[config.mk]
export PLATFORM = sky130hd
export DESIGN_NAME = btn_debounce
export DESIGN_NICKNAME = d
export VERILOG_FILES = /design/src/rtl/btn_pkg.sv /design/src/rtl/sync_ff.sv /design/src/rtl/btn_debounce.sv
export SDC_FILE = /design/constraint.sdc
export NUM_CORES = 1
export LEC_CHECK = 0
export BUFFER_PORTS_ARGS = -buffer_cell sky130_fd_sc_hd__buf_2
export CAP_MARGIN = 40
export CORE_ASPECT_RATIO = 1.4
export CORE_UTILIZATION = 50
export DETAILED_ROUTE_END_ITERATION = 8
export PLACE_DENSITY = 0.73
export SLEW_MARGIN = 40
export SYNTH_ARGS = -nofsm -noshare
export SYNTH_HDL_FRONTEND = slang
export SYNTH_SLANG_ARGS = --single-unit
export TNS_END_PERCENT = 30
[constraint.sdc]
create_clock -name clk -period 2.1 [get_ports clk]
set_clock_uncertainty 0.1 [all_clocks]
set_input_delay 0.105 -clock clk [delete_from_list [all_inputs] [get_ports clk]]
set_output_delay 0.105 -clock clk [all_outputs]
set_load 0.02 [all_outputs]
[src/rtl/btn_pkg.sv]
// Shared button-conditioning constants and FSM state encoding, so every
// button consumer on the board debounces with the same timing.
package btn_pkg;

    localparam int unsigned BTN_STABLE_CYCLES = 1000000;
    localparam int unsigned BTN_SYNC_STAGES   = 2;

    // bit 1 of the encoding is the level the FSM is currently committed to
    typedef enum logic [1:0] {
        IDLE_LO = 2'b00,
        WAIT_HI = 2'b01,
        IDLE_HI = 2'b11,
        WAIT_LO = 2'b10
    } btn_state_e;

    function automatic int unsigned btn_max(input int unsigned a, input int unsigned b);
        return (a > b) ? a : b;
    endfunction

endpackage

[src/rtl/sync_ff.sv]
// STAGES-deep flop chain bringing an asynchronous board input into the clk domain.
module sync_ff #(
    parameter int unsigned STAGES = 2
) (
    input  logic clk,
    input  logic rst_n,
    input  logic d,
    output logic q
);

    logic [STAGES-1:0] chain_q;
    logic [STAGES-1:0] chain_d;

    if (STAGES < 2) begin : g_bad_stages
        $error("sync_ff: STAGES must be at least 2");
    end

    always_comb begin
        chain_d = {chain_q[STAGES-2:0], d};
    end

    always_ff @(posedge clk or negedge rst_n) begin
        if (!rst_n) begin
            chain_q <= '0;
        end else begin
            chain_q <= chain_d;
        end
    end

    assign q = chain_q[STAGES-1];

endmodule

[src/rtl/btn_debounce.sv]
// Push-button debouncer: synchronise, qualify each edge, emit level and edge pulses.
// Auto-repeat pulses are built only when BTN_DEBOUNCE_REPEAT_EN is defined.
//
// state   | meaning
// IDLE_LO | button settled released, btn_level 0
// WAIT_HI | input high, qualifying a press
// IDLE_HI | button settled pressed, btn_level 1, repeat timer running
// WAIT_LO | input low, qualifying a release, repeat timer frozen
module btn_debounce
    import btn_pkg::*;
#(
    parameter int unsigned STABLE_CYCLES = BTN_STABLE_CYCLES,
    parameter int unsigned SYNC_STAGES   = BTN_SYNC_STAGES,
    parameter int unsigned REPEAT_DELAY  = 50000000,
    parameter int unsigned REPEAT_PERIOD = 10000000
) (
    input  logic clk,
    input  logic rst_n,
    input  logic btn_raw,
    output logic btn_level,
    output logic btn_rise,
    output logic btn_fall,
    output logic btn_rpt
);

    localparam int unsigned CNT_W = $clog2(STABLE_CYCLES + 1);
    localparam logic [CNT_W-1:0] CNT_LAST = CNT_W'(STABLE_CYCLES - 1);

    if (STABLE_CYCLES < 1) begin : g_bad_stable
        $error("btn_debounce: STABLE_CYCLES must be at least 1");
    end
    if (REPEAT_DELAY < 1 || REPEAT_PERIOD < 1) begin : g_bad_repeat
        $error("btn_debounce: REPEAT_DELAY and REPEAT_PERIOD must be at least 1");
    end

    logic       btn_sync;
    btn_state_e state_q, state_d;
    logic [CNT_W-1:0] cnt_q, cnt_d;
    logic       level_q, level_d;
    logic       rise_q, rise_d;
    logic       fall_q, fall_d;

    sync_ff #(.STAGES(SYNC_STAGES)) u_sync (
        .clk   (clk),
        .rst_n (rst_n),
        .d     (btn_raw),
        .q     (btn_sync)
    );

    // Counter compares against the FSM's committed level (state bit 1), which
    // btn_level follows one cycle later so that it and its pulses are registered.
    always_comb begin
        cnt_d   = (btn_sync != state_q[1]) ? cnt_q + 1'b1 : '0;
        state_d = state_q;
        unique case (state_q)
            IDLE_LO: if (btn_sync)  state_d = (cnt_q == CNT_LAST) ? IDLE_HI : WAIT_HI;
            WAIT_HI: if (!btn_sync) state_d = IDLE_LO;
                     else if (cnt_q == CNT_LAST) state_d = IDLE_HI;
            IDLE_HI: if (!btn_sync) state_d = (cnt_q == CNT_LAST) ? IDLE_LO : WAIT_LO;
            WAIT_LO: if (btn_sync)  state_d = IDLE_HI;
                     else if (cnt_q == CNT_LAST) state_d = IDLE_LO;
            default: state_d = IDLE_LO;
        endcase
        level_d = state_q[1];
        rise_d  = state_q[1] & ~level_q;
        fall_d  = ~state_q[1] & level_q;
    end

    always_ff @(posedge clk or negedge rst_n) begin
        if (!rst_n) begin
            state_q <= IDLE_LO;
            cnt_q   <= '0;
            level_q <= 1'b0;
            rise_q  <= 1'b0;
            fall_q  <= 1'b0;
        end else begin
            state_q <= state_d;
            cnt_q   <= cnt_d;
            level_q <= level_d;
            rise_q  <= rise_d;
            fall_q  <= fall_d;
        end
    end

`ifdef BTN_DEBOUNCE_REPEAT_EN
    localparam int unsigned RPT_W = $clog2(btn_max(REPEAT_DELAY, REPEAT_PERIOD) + 1);
    localparam logic [RPT_W-1:0] DELAY_LAST  = RPT_W'(REPEAT_DELAY - 1);
    localparam logic [RPT_W-1:0] PERIOD_LAST = RPT_W'(REPEAT_PERIOD - 1);

    logic [RPT_W-1:0] rpt_cnt_q, rpt_cnt_d;
    logic             first_q, first_d;
    logic             rpt_q, rpt_d;
    logic [RPT_W-1:0] rpt_target;

    // Counts only while staying in IDLE_HI, so a pulse can never land in WAIT_LO.
    always_comb begin
        rpt_cnt_d  = rpt_cnt_q;
        first_d    = first_q;
        rpt_d      = 1'b0;
        rpt_target = first_q ? PERIOD_LAST : DELAY_LAST;
        if (state_q == IDLE_LO || rise_d) begin
            rpt_cnt_d = '0;
            first_d   = 1'b0;
        end else if (state_q == IDLE_HI && state_d == IDLE_HI) begin
            if (rpt_cnt_q == rpt_target) begin
                rpt_cnt_d = '0;
                first_d   = 1'b1;
                rpt_d     = 1'b1;
            end else begin
                rpt_cnt_d = rpt_cnt_q + 1'b1;
            end
        end
    end

    always_ff @(posedge clk or negedge rst_n) begin
        if (!rst_n) begin
            rpt_cnt_q <= '0;
            first_q   <= 1'b0;
            rpt_q     <= 1'b0;
        end else begin
            rpt_cnt_q <= rpt_cnt_d;
            first_q   <= first_d;
            rpt_q     <= rpt_d;
        end
    end

    assign btn_rpt = rpt_q;
`else
    assign btn_rpt = 1'b0;
`endif

    assign btn_level = level_q;
    assign btn_rise  = rise_q;
    assign btn_fall  = fall_q;

endmodule
==> run metrics <==
most common flop cell mapped by yosys dfrtp_1; #FFs+latches synth 27; Tmin final 1.967 ns; Initial Util 52.79%; DR vias/cell 5.622; FF-to-FF setup slack 0.13 ns; Clock Tree Buf Depth 2; I/O Buffers 5; Post-synth EDFFs 0; final instance area 1528 um^2; DRC 0; slowest CP cell or4_1; Placeable Area 2643 um^2; Die X 46.64 um; first-pass GRT wire length 4616 um; area grow syn2layout 9.507%; R2R Path Start cnt_q[0]; Hold Violations, Final 0; Reg-to-Reg End cnt_q[18]; total gr overflow 0; Final period util 93.68%; CP peak stage delay 0.47 ns; DRT Pass-1 Iters 4; total die area 3008 um^2; final design utilization 57.81%; Vert. Die Dim 64.50 um; main combinational cell family by area after synthesis simple AND/OR/NAND/NOR gates; RePlAce Congestion 0.7628; count leader, synth dfrtp_1; CP cell instances ha_1 -> nand3_2 -> or3_4 -> or4_1 -> a21oi_1; most frequent cells after synthesis 27 x dfrtp_1, 14 x nor2_1, 10 x a21oi_1, 10 x xnor2_1, 8 x o21ai_0; multiplexer share of the synthesized area 2.152%; TritonCTS clock tree built; setup_tns 0 ns; clock buffer count from CTS 3; IO Pins 7; synthesized cell area 1395 um^2; DPL Wire Length 1876 um; post-synthesis sequential area ratio 48.43%; post-synthesis simple-gate area fraction 24.30%; clock latency on the worst-skew pair 0.33 ns; startpoint types register; vias in the first global route 1060; Synth Area in Compound Gates 8.969%; routed via count 1040; leading post-synthesis cells by cell area dfrtp_1 48%, xnor2_1 6.3%, ha_1 5.4%, nor2_1 3.8%, a21oi_1 3.6%; Routed Wire Length 2624 um; Nets 159; post-route ant nets 0; H-tree depth 1; hold slack 0.1892 ns; share of cells above drive strength 1 12.08%; RSZ-0062 raised after global routing false; Max VDD drop 0.9320 mV; critical path class reg -> reg; 1st-iter DRT viols 23; Top delay family on crit path simple AND/OR/NAND/NOR gates; # rows 22; Buf+Inv Stages, Crit Path 0; endpoints failing setup 0; ys async rst share 100.0%; post-synthesis xor/xnor area fraction 7.534%; Root Buffer clkbuf_4; max cap viols 0; GR Util All Layers 20.94%; n_diodes 0; post-synthesis adder-cell area fraction 5.381%; Critical Path Sink Type register; Crit path required time 2.27 ns; clk slew on worst S/H paths 0.15 ns; Worst Path Arrival 2.14 ns; Max Freq 0.5083 GHz; Least-Margin Pin Slew 0.6110 ns; largest net degree at the start of global routing 28; peak fanout along the critical path 8; Power Density 896.3 nW/um^2; R2R cell count 5; fin. max-slew vios 0; Post-Syn Nets 147; Synth Warn # 0; Mean Syn Cell Area 10.11 um^2; clk sinks 27; WL/cell 14.18 um; Hold Path Class in -> async; initial antenna violation count 0; Post-CTS Setup Bufs 0; cell depth of the worst setup path 5; post-synthesis cell type count 31; Syn Inst Count 138; status complete, no violations; largest area contributor in the netlist dfrtp_1; post-synth top area share 48.43%; placed cell area 1473 um^2; P_leak 0.6252 nW; Slew HR 59.27%
registers in the layout, indices dropped and copies added (netlist names):
register	count
state_q	2
btn_fall	1
btn_rise	1
u_sync.chain_q	2
cnt_q	20
btn_level	1
layer usage:
metal | up-vias | GRT usage (%) | share of wire [%]
li1 | 512 | - | -
met1 | 506 | 26.73 | 44
met2 | 15 | 34.55 | 53
met3 | 7 | 2.507 | 1.5
met4 | 0 | 8.571 | 2.2
met5 | - | 0 | 0
area by class of cell:
class                   count  area (um^2)
multi-input cells         101        683.2
flip-flops and latches     27        675.6
well taps                  36        45.04
fillers                   257         1115
clock buffers               3        22.52
clock inverters             1        7.507
inverters                   7        26.28
repair buffers             10        67.56
kinds of logic (layout without fill, tap and decap cells):
kind of cell	after synthesis	after routing
other	1	1
adders and majority gates	6	6
AOI/OAI and AO/OA	23	23
DFF	27	27
xor gates and xnor gates	12	12
buffers and inverters	10	21
and+or+nand+nor	56	56
muxes	3	3
placed cells by master (no fill, tap or decap), types with 2 or more instances in the layout:
| cell type | count |
|---|---|
| buf_2 | 5 |
| buf_4 | 3 |
| ha_1 | 6 |
| nand2_1 | 6 |
| o31ai_1 | 2 |
| dfrtp_1 | 27 |
| nor4_1 | 5 |
| a21oi_1 | 10 |
| inv_1 | 7 |
| or3_1 | 4 |
| nor3b_1 | 2 |
| xor2_1 | 2 |
| nor3_1 | 2 |
| or3_2 | 2 |
| dlygate4sd3_1 | 2 |
| o21ai_0 | 8 |
| clkbuf_4 | 3 |
| o211ai_1 | 2 |
| nand4_1 | 3 |
| or3_4 | 2 |
| mux2i_1 | 3 |
| xnor2_1 | 10 |
| or4_1 | 3 |
| nand4bb_1 | 2 |
| nand3_1 | 5 |
| nor2_1 | 14 |
what timing repair did:
action	CTS	global route
gates resized for setup	0	1
endpoints found under the setup margin	0	4
endpoints found under the hold margin	28	0
hold buffers	2	0
worst register-to-register path, cell delays in order (launching register included):
cell	delay, ns
dfrtp_1	0.42
ha_1	0.22
nand3_2	0.15
or3_4	0.39
or4_1	0.48
a21oi_1	0.15
worst max-delay path by stage:
| stage | slack [ns] | from | endpoint |
|---|---|---|---|
| 4_1_cts | 0.06 | cnt_q[0] | cnt_q[18] |
| 2_1_floorplan | 0.19 | cnt_q[0] | cnt_q[18] |
| 6_report | 0.13 | cnt_q[0] | cnt_q[18] |
| 3_3_place_gp | 0.16 | cnt_q[0] | cnt_q[18] |
| 3_5_place_dp | 0.08 | cnt_q[0] | cnt_q[18] |
| 5_1_grt | 0.002 | cnt_q[0] | state_q[1] |
power breakdown:
group	switching [mW]	internal, mW	total [mW]
Combinational	0.289	0.182	0.471
Sequential	0.0716	0.594	0.666
Clock	0.159	0.0731	0.232
Total	0.520	0.849	1.37
per-stage QoR:
step           worst slack, ns  power, mW  cells
5_1_grt               0.002479      1.477    185
3_3_place_gp            0.1585      1.104    179
6_report                0.1328      1.369    185
2_1_floorplan           0.1892     0.9971    138
3_5_place_dp           0.08429      1.139    179
4_1_cts                0.05754      1.375    185
No activity file was read; power rests on OpenSTA's default activity.
